[src/rtl/zxuno_uart_pkg.sv]
// Shared constants for the ZX-Uno UART: register addresses, status bit indices and FSM states.
// The optional RX FIFO is enabled with ZXUNO_UART_RXFIFO_EN.
package zxuno_uart_pkg;

  localparam logic [7:0] UARTDATA = 8'hC6;
  localparam logic [7:0] UARTSTAT = 8'hC7;

  localparam int RXV = 7;
  localparam int TXB = 6;
  localparam int OVR = 5;
  localparam int FER = 4;
  localparam int FUL = 3;

  typedef enum logic [1:0] {IDLE, START, DATA, STOP} uart_state_t;

  // Clocks per bit, rounded to nearest.
  function automatic int calc_div(input int clk_hz, input int baud);
    return (clk_hz + baud / 2) / baud;
  endfunction

endpackage

[src/rtl/zxuno_uart_rx.sv]
// UART receiver: input synchronizer, mid-bit sampling FSM and receive holding storage.
// With ZXUNO_UART_RXFIFO_EN defined the holding register becomes a 16-entry FIFO.
module zxuno_uart_rx
  import zxuno_uart_pkg::*;
#(
  parameter int DIV = 243
) (
  input  logic       clk,
  input  logic       reset,
  input  logic       rx,
  input  logic       pop,
  output logic [7:0] data,
  output logic       valid,
  output logic       full,
  output logic       ferr_set,
  output logic       ovr_set
);

  localparam logic [15:0] DIV_M1  = 16'(DIV - 1);
  localparam logic [15:0] HALF_M1 = 16'(DIV / 2 - 1);

  logic        rx_meta, rx_sync, rx_prev;
  uart_state_t state;
  logic [15:0] cnt;
  logic [2:0]  bitn;
  logic [7:0]  shreg;
  logic        byte_vld, byte_ferr;

  always_ff @(posedge clk or posedge reset) begin
    if (reset) begin
      rx_meta   <= 1'b1;
      rx_sync   <= 1'b1;
      rx_prev   <= 1'b1;
      state     <= IDLE;
      cnt       <= '0;
      bitn      <= '0;
      shreg     <= '0;
      byte_vld  <= 1'b0;
      byte_ferr <= 1'b0;
    end else begin
      rx_meta  <= rx;
      rx_sync  <= rx_meta;
      rx_prev  <= rx_sync;
      byte_vld <= 1'b0;
      case (state)
        IDLE: begin
          if (rx_prev && !rx_sync) begin
            state <= START;
            cnt   <= HALF_M1;
          end
        end
        START: begin
          if (cnt != 16'd0) begin
            cnt <= cnt - 16'd1;
          end else if (rx_sync) begin
            // Line back high at mid start bit: treat as a glitch.
            state <= IDLE;
          end else begin
            state <= DATA;
            cnt   <= DIV_M1;
            bitn  <= '0;
          end
        end
        DATA: begin
          if (cnt != 16'd0) begin
            cnt <= cnt - 16'd1;
          end else begin
            shreg <= {rx_sync, shreg[7:1]};
            cnt   <= DIV_M1;
            bitn  <= bitn + 3'd1;
            if (bitn == 3'd7) state <= STOP;
          end
        end
        STOP: begin
          if (cnt != 16'd0) begin
            cnt <= cnt - 16'd1;
          end else begin
            state     <= IDLE;
            byte_vld  <= 1'b1;
            byte_ferr <= ~rx_sync;
          end
        end
        default: state <= IDLE;
      endcase
    end
  end

  assign ferr_set = byte_vld & byte_ferr;

`ifdef ZXUNO_UART_RXFIFO_EN
  logic [7:0] mem [16];
  logic [3:0] wptr, rptr;
  logic [4:0] count;
  logic       push, pop_ok;

  assign full   = (count == 5'd16);
  assign valid  = (count != 5'd0);
  assign push   = byte_vld & ~full;
  assign pop_ok = pop & valid;
  assign data   = valid ? mem[rptr] : 8'h00;
  assign ovr_set = byte_vld & full;

  always_ff @(posedge clk) begin
    if (push) mem[wptr] <= shreg;
  end

  always_ff @(posedge clk or posedge reset) begin
    if (reset) begin
      wptr  <= '0;
      rptr  <= '0;
      count <= '0;
    end else begin
      if (push)   wptr <= wptr + 4'd1;
      if (pop_ok) rptr <= rptr + 4'd1;
      count <= count + {4'd0, push} - {4'd0, pop_ok};
    end
  end
`else
  logic [7:0] hold;
  logic       hold_vld;

  always_ff @(posedge clk or posedge reset) begin
    if (reset) begin
      hold     <= 8'h00;
      hold_vld <= 1'b0;
    end else if (byte_vld) begin
      hold     <= shreg;
      hold_vld <= 1'b1;
    end else if (pop) begin
      hold_vld <= 1'b0;
    end
  end

  assign data    = hold;
  assign valid   = hold_vld;
  assign full    = 1'b0;
  assign ovr_set = byte_vld & hold_vld;
`endif

endmodule

[src/rtl/zxuno_uart.sv]
// ZX-Uno 8N1 UART on register-bank entries UARTDATA/UARTSTAT: transmitter, register decode, sticky status.
// Optional 16-entry RX FIFO selected by ZXUNO_UART_RXFIFO_EN.
module zxuno_uart
  import zxuno_uart_pkg::*;
#(
  parameter int         CLK_HZ   = 28000000,
  parameter int         BAUD     = 115200,
  parameter logic [7:0] UARTDATA = 8'hC6,
  parameter logic [7:0] UARTSTAT = 8'hC7
) (
  input  logic       clk,
  input  logic       reset,
  input  logic [7:0] zxuno_addr,
  input  logic       zxuno_regrd,
  input  logic       zxuno_regwr,
  input  logic [7:0] din,
  output logic [7:0] dout,
  output logic       oe_n,
  output logic       uart_tx,
  input  logic       uart_rx
);

  localparam int          DIV    = calc_div(CLK_HZ, BAUD);
  localparam logic [15:0] DIV_M1 = 16'(DIV - 1);

  logic        regwr_d, regrd_d;
  logic [7:0]  rd_addr;
  logic        wr_rise, rd_fall, pop, stat_clr;
  logic [7:0]  rx_data;
  logic        rx_valid, rx_full, ferr_set, ovr_set;
  logic        overrun, ferr, tx_busy;
  logic [7:0]  status;
  logic        sel;

  uart_state_t tx_state;
  logic [15:0] tx_cnt;
  logic [2:0]  tx_bit;
  logic [7:0]  tx_sh;

  // The read address is captured while regrd is high so the side-effect on the falling edge is unambiguous.
  always_ff @(posedge clk or posedge reset) begin
    if (reset) begin
      regwr_d <= 1'b0;
      regrd_d <= 1'b0;
      rd_addr <= 8'h00;
    end else begin
      regwr_d <= zxuno_regwr;
      regrd_d <= zxuno_regrd;
      if (zxuno_regrd) rd_addr <= zxuno_addr;
    end
  end

  assign wr_rise  = zxuno_regwr & ~regwr_d;
  assign rd_fall  = regrd_d & ~zxuno_regrd;
  assign pop      = rd_fall & (rd_addr == UARTDATA);
  assign stat_clr = rd_fall & (rd_addr == UARTSTAT);

  always_ff @(posedge clk or posedge reset) begin
    if (reset) begin
      tx_state <= IDLE;
      tx_cnt   <= '0;
      tx_bit   <= '0;
      tx_sh    <= '0;
      tx_busy  <= 1'b0;
      uart_tx  <= 1'b1;
    end else begin
      case (tx_state)
        IDLE: begin
          if (wr_rise && zxuno_addr == UARTDATA) begin
            tx_sh    <= din;
            tx_busy  <= 1'b1;
            uart_tx  <= 1'b0;
            tx_cnt   <= DIV_M1;
            tx_state <= START;
          end
        end
        START: begin
          if (tx_cnt != 16'd0) begin
            tx_cnt <= tx_cnt - 16'd1;
          end else begin
            uart_tx  <= tx_sh[0];
            tx_sh    <= {1'b0, tx_sh[7:1]};
            tx_bit   <= '0;
            tx_cnt   <= DIV_M1;
            tx_state <= DATA;
          end
        end
        DATA: begin
          if (tx_cnt != 16'd0) begin
            tx_cnt <= tx_cnt - 16'd1;
          end else begin
            tx_cnt <= DIV_M1;
            if (tx_bit == 3'd7) begin
              uart_tx  <= 1'b1;
              tx_state <= STOP;
            end else begin
              uart_tx <= tx_sh[0];
              tx_sh   <= {1'b0, tx_sh[7:1]};
              tx_bit  <= tx_bit + 3'd1;
            end
          end
        end
        STOP: begin
          if (tx_cnt != 16'd0) begin
            tx_cnt <= tx_cnt - 16'd1;
          end else begin
            tx_busy  <= 1'b0;
            tx_state <= IDLE;
          end
        end
        default: tx_state <= IDLE;
      endcase
    end
  end

  zxuno_uart_rx #(.DIV(DIV)) u_rx (
    .clk      (clk),
    .reset    (reset),
    .rx       (uart_rx),
    .pop      (pop),
    .data     (rx_data),
    .valid    (rx_valid),
    .full     (rx_full),
    .ferr_set (ferr_set),
    .ovr_set  (ovr_set)
  );

  // Sticky error flags: a set in the same clock as the status read wins.
  always_ff @(posedge clk or posedge reset) begin
    if (reset) begin
      overrun <= 1'b0;
      ferr    <= 1'b0;
    end else begin
      if (ovr_set)       overrun <= 1'b1;
      else if (stat_clr) overrun <= 1'b0;
      if (ferr_set)      ferr <= 1'b1;
      else if (stat_clr) ferr <= 1'b0;
    end
  end

  always_comb begin
    status      = 8'h00;
    status[RXV] = rx_valid;
    status[TXB] = tx_busy;
    status[OVR] = overrun;
    status[FER] = ferr;
    status[FUL] = rx_full;
  end

  assign sel  = zxuno_regrd & ((zxuno_addr == UARTDATA) | (zxuno_addr == UARTSTAT));
  assign oe_n = ~sel;
  assign dout = !sel ? 8'h00 : (zxuno_addr == UARTDATA) ? rx_data : status;

endmodule

[config.mk]
export PLATFORM = sky130hd
export DESIGN_NAME = zxuno_uart
export DESIGN_NICKNAME = d
export VERILOG_FILES = /design/src/rtl/zxuno_uart_pkg.sv /design/src/rtl/zxuno_uart_rx.sv /design/src/rtl/zxuno_uart.sv
export SDC_FILE = /design/constraint.sdc
export NUM_CORES = 1
export LEC_CHECK = 0
export BUFFER_PORTS_ARGS = -buffer_cell sky130_fd_sc_hd__buf_2
export CORE_MARGIN = 8
export CORE_UTILIZATION = 60
export CTS_CLUSTER_DIAMETER = 40
export DETAILED_ROUTE_END_ITERATION = 12
export HOLD_SLACK_MARGIN = 0.05
export MAX_ROUTING_LAYER = met4
export PLACE_DENSITY_LB_ADDON = 0.15
export SYNTH_ARGS = -nofsm -noshare
export SYNTH_HDL_FRONTEND = slang
export SYNTH_SLANG_ARGS = --single-unit
[constraint.sdc]
create_clock -name clk -period 4.6 [get_ports clk]
set_clock_uncertainty 0.15 [all_clocks]
set_input_delay 0 -clock clk [delete_from_list [all_inputs] [get_ports clk]]
set_output_delay 0 -clock clk [all_outputs]
set_load 0.03 [all_outputs]
==> out/metrics.yaml <==
status: "complete, no violations"
max_slew_margin_pct: 29.5
muxShareOfSynthArea_pct: 8.56
synth_area_um2: 4690
final_hold_viol_count: 0
drv_cap: 0
drc: 0
synth_fa_ha_area_share_pct: 4.27
initial_core_util_pct: 61.3
syn2layout_area_growth_pct: 14.0
tritoncts: "yes"
place_inst: 552
fin_nets: 518
fmax_mhz: 373
synth_simple_gate_area_share_pct: 16.4
irDropWorstVdd_uv: 464
cts_buffer_depth: 2
fin_crit_sh_pct: 58.3
insertion_delay_ps: 360
antennaDiodeCount: 0
ys_seq_area_share_pct: 46.0
io_pins: 31
avgViaCountPerCell: 6.04
grt_max_degree: 52
grt_setup_unrepaired: "false"
gp_congestion: 0.862
grt_pass1_wl_um: 16300
path_class: "reg -> reg"
layout-drive-gt1-share_pct: 22.4
setup.worst_path.start: "tx_cnt[12]$_DFFE_PP0P_"
dp_hpwl_um: 6480
fin_setup_tns_ps: 0
cts_max_level: 3
crit_arrival_ps: 2770
stdcell_count: 588
r2r_start: "tx_cnt[12]$_DFFE_PP0P_"
chipHeight_um: 104
period_minus_slack_ps: 2680
power.density_nw_per_um2: 436
coreArea_um2: 7650
cts_buffers: 9
root_buffer: "clkbuf_8"
drt-total-wl_um: 9340
setup_viol: 0
cellLeakagePower_uw: 0.00239
overflow: 0
clk_pin_slew_ps: 90
ys.flop_type: "dfrtp_1"
drv_slew: 0
synthArstFlopShare_pct: 100
synth.distinct_cells: 74
rows: 32
reg2reg_depth: 5
wl_per_cell_um: 15.9
clock_sinks: 86
synth_edf_count: 0
globalRouteTotalUtil_pct: 18.2
worstSetupEndpoint: "tx_bit[0]$_DFFE_PP0P_"
path_max_fanout: 17
die_x_um: 104
antenna_found_initial: 0
drt_first_iter_violations: 117
yosysWarnings: 0
synth_top_family_by_area: "compound AO/OA/AOI/OAI gates"
avgSynthCellArea_um2: 10.8
reg2reg_to: "tx_bit[0]$_DFFE_PP0P_"
synth_seq_cells: 86
required_ps: 4690
ant_nets: 0
grt_pass1_vias: 3504
first_pass_iters: 4
hp-class: "in -> async"
syn_nets: 471
synth_xor_area_share_pct: 1.68
synthCells: 434
rrSetupSlack_ps: 1920
worstMarginPinSlew_ps: 1050
synth_compound_area_share_pct: 19.5
cp-start-kind: "flip-flop"
dieArea_um2: 10900
end_kind: "flip-flop"
num_vias: 3552
portBuffers: 30
cts_setup_buffers: 0
-- stage by stage --
step | util, % | worst slack (ps) | power, uW | hold slack [ps] | instance area, um^2
5_1_grt | 69.9 | 1670 | 2470 | 127 | 5350
3_5_place_dp | 64.0 | 1940 | 1670 | -60.8 | 4890
6_report | 69.9 | 1920 | 2330 | 87.2 | 5350
2_1_floorplan | - | 2230 | 1530 | -146 | 4690
4_1_cts | 69.9 | 1940 | 2340 | 88.6 | 5350
3_3_place_gp | 64.0 | 2030 | 1650 | -66.0 | 4890
-- cell families (layout without fill, tap and decap cells) --
| logic type | count (synthesis) | after routing |
|---|---|---|
| fa+ha+maj | 16 | 16 |
| compound gates | 120 | 120 |
| flops | 86 | 86 |
| xor+xnor | 9 | 9 |
| simple gates | 132 | 132 |
| buf+inv | 34 | 86 |
| mux | 37 | 37 |
-- per-layer routing --
layer,vias to the layer above,global-route usage [%],wire (um)
met2,61,29.6,4650
met1,1761,21.9,4260
met4,0,6.10,132
met3,13,3.78,299
li1,1717,-,-
met5,-,-,0
-- cells in the final DEF (no fill, tap or decap), types with 4 or more instances in the layout --
cell type / count
dfrtp_1: 82
buf_2: 30
nor2_1: 29
mux2_2: 24
a21oi_1: 24
nand2_1: 23
dlygate4sd3_1: 20
inv_1: 17
ha_1: 16
o21ai_0: 15
mux2i_1: 12
a22o_1: 9
a31oi_1: 9
xor2_1: 9
clkbuf_8: 9
and2_1: 8
nor3_1: 8
o31ai_1: 8
nand3_1: 7
or3_1: 7
o211ai_1: 6
o21a_1: 6
nand2b_1: 6
or4_1: 6
nor4_1: 5
o22a_1: 5
nand4_1: 4
a21oi_2: 4
dfstp_2: 4
-- sequential cells by signal (all words and copies together) (netlist names), 2 cells and up, named ones only --
name and cells:
rd_addr 8, tx_bit 3, tx_cnt 16, tx_sh 8, tx_state 2, u_rx.bitn 3
u_rx.cnt 16, u_rx.data 8, u_rx.shreg 8
-- critical path, stage by stage, from the launching register on --
cell and delay, ps:
dfrtp_1 420, nor3_1 370, nand4_2 440, o31ai_4 690, nand2_1 180, mux2_2 310
-- area by class of cell --
type	count	area [um^2]
multi-input cells	314	2370
fillers	584	2300
flip-flops and latches	86	2160
repair buffers	52	365
clock inverters	7	128
well taps	102	128
clock buffers	9	124
inverters	18	68.8
-- worst min path at each step --
stage / startpoint / end / cells past startpoint
finish: reset / regrd_d$_DFF_PP0_ / 3
global route: reset / regrd_d$_DFF_PP0_ / 3
CTS: reset / rd_addr[1]$_DFFE_PP0P_ / 3
detailed placement: reset / rd_addr[1]$_DFFE_PP0P_ / 2
global placement: reset / rd_addr[2]$_DFFE_PP0P_ / 2
floorplan: uart_rx / u_rx.rx_meta$_DFF_PP1_ / 0
-- cell usage after synthesis (7+ instances only) --
library cell  count  share of area [%]
a21oi_1          24                2.6
a22o_1            9                1.7
a31oi_1           9                1.2
and2_1            8                1.1
dfrtp_1          82                 44
ha_1             16                4.3
inv_1            18                1.4
mux2_2           24                5.8
mux2i_1          12                2.6
nand2_1          23                1.8
nand3_1           7               0.75
nor2_1           29                2.3
nor3_1            8               0.85
o21ai_0          15                1.6
o31ai_1           8                1.3
or3_1             7               0.93
xor2_1            9                1.7
-- timing repair --
action	in CTS	in global routing
resized for setup	0	0
endpoints found under the hold margin	55	0
hold buffers	20	0
-- power by group --
part	leakage, uW	total (uW)	internal, uW	switching (uW)
Sequential	0.00110	914	838	76.7
Combinational	0.00116	763	283	481
Clock	0.000126	655	369	286
Total	0.00239	2330	1490	843
No activity file was read; power rests on OpenSTA's default activity.
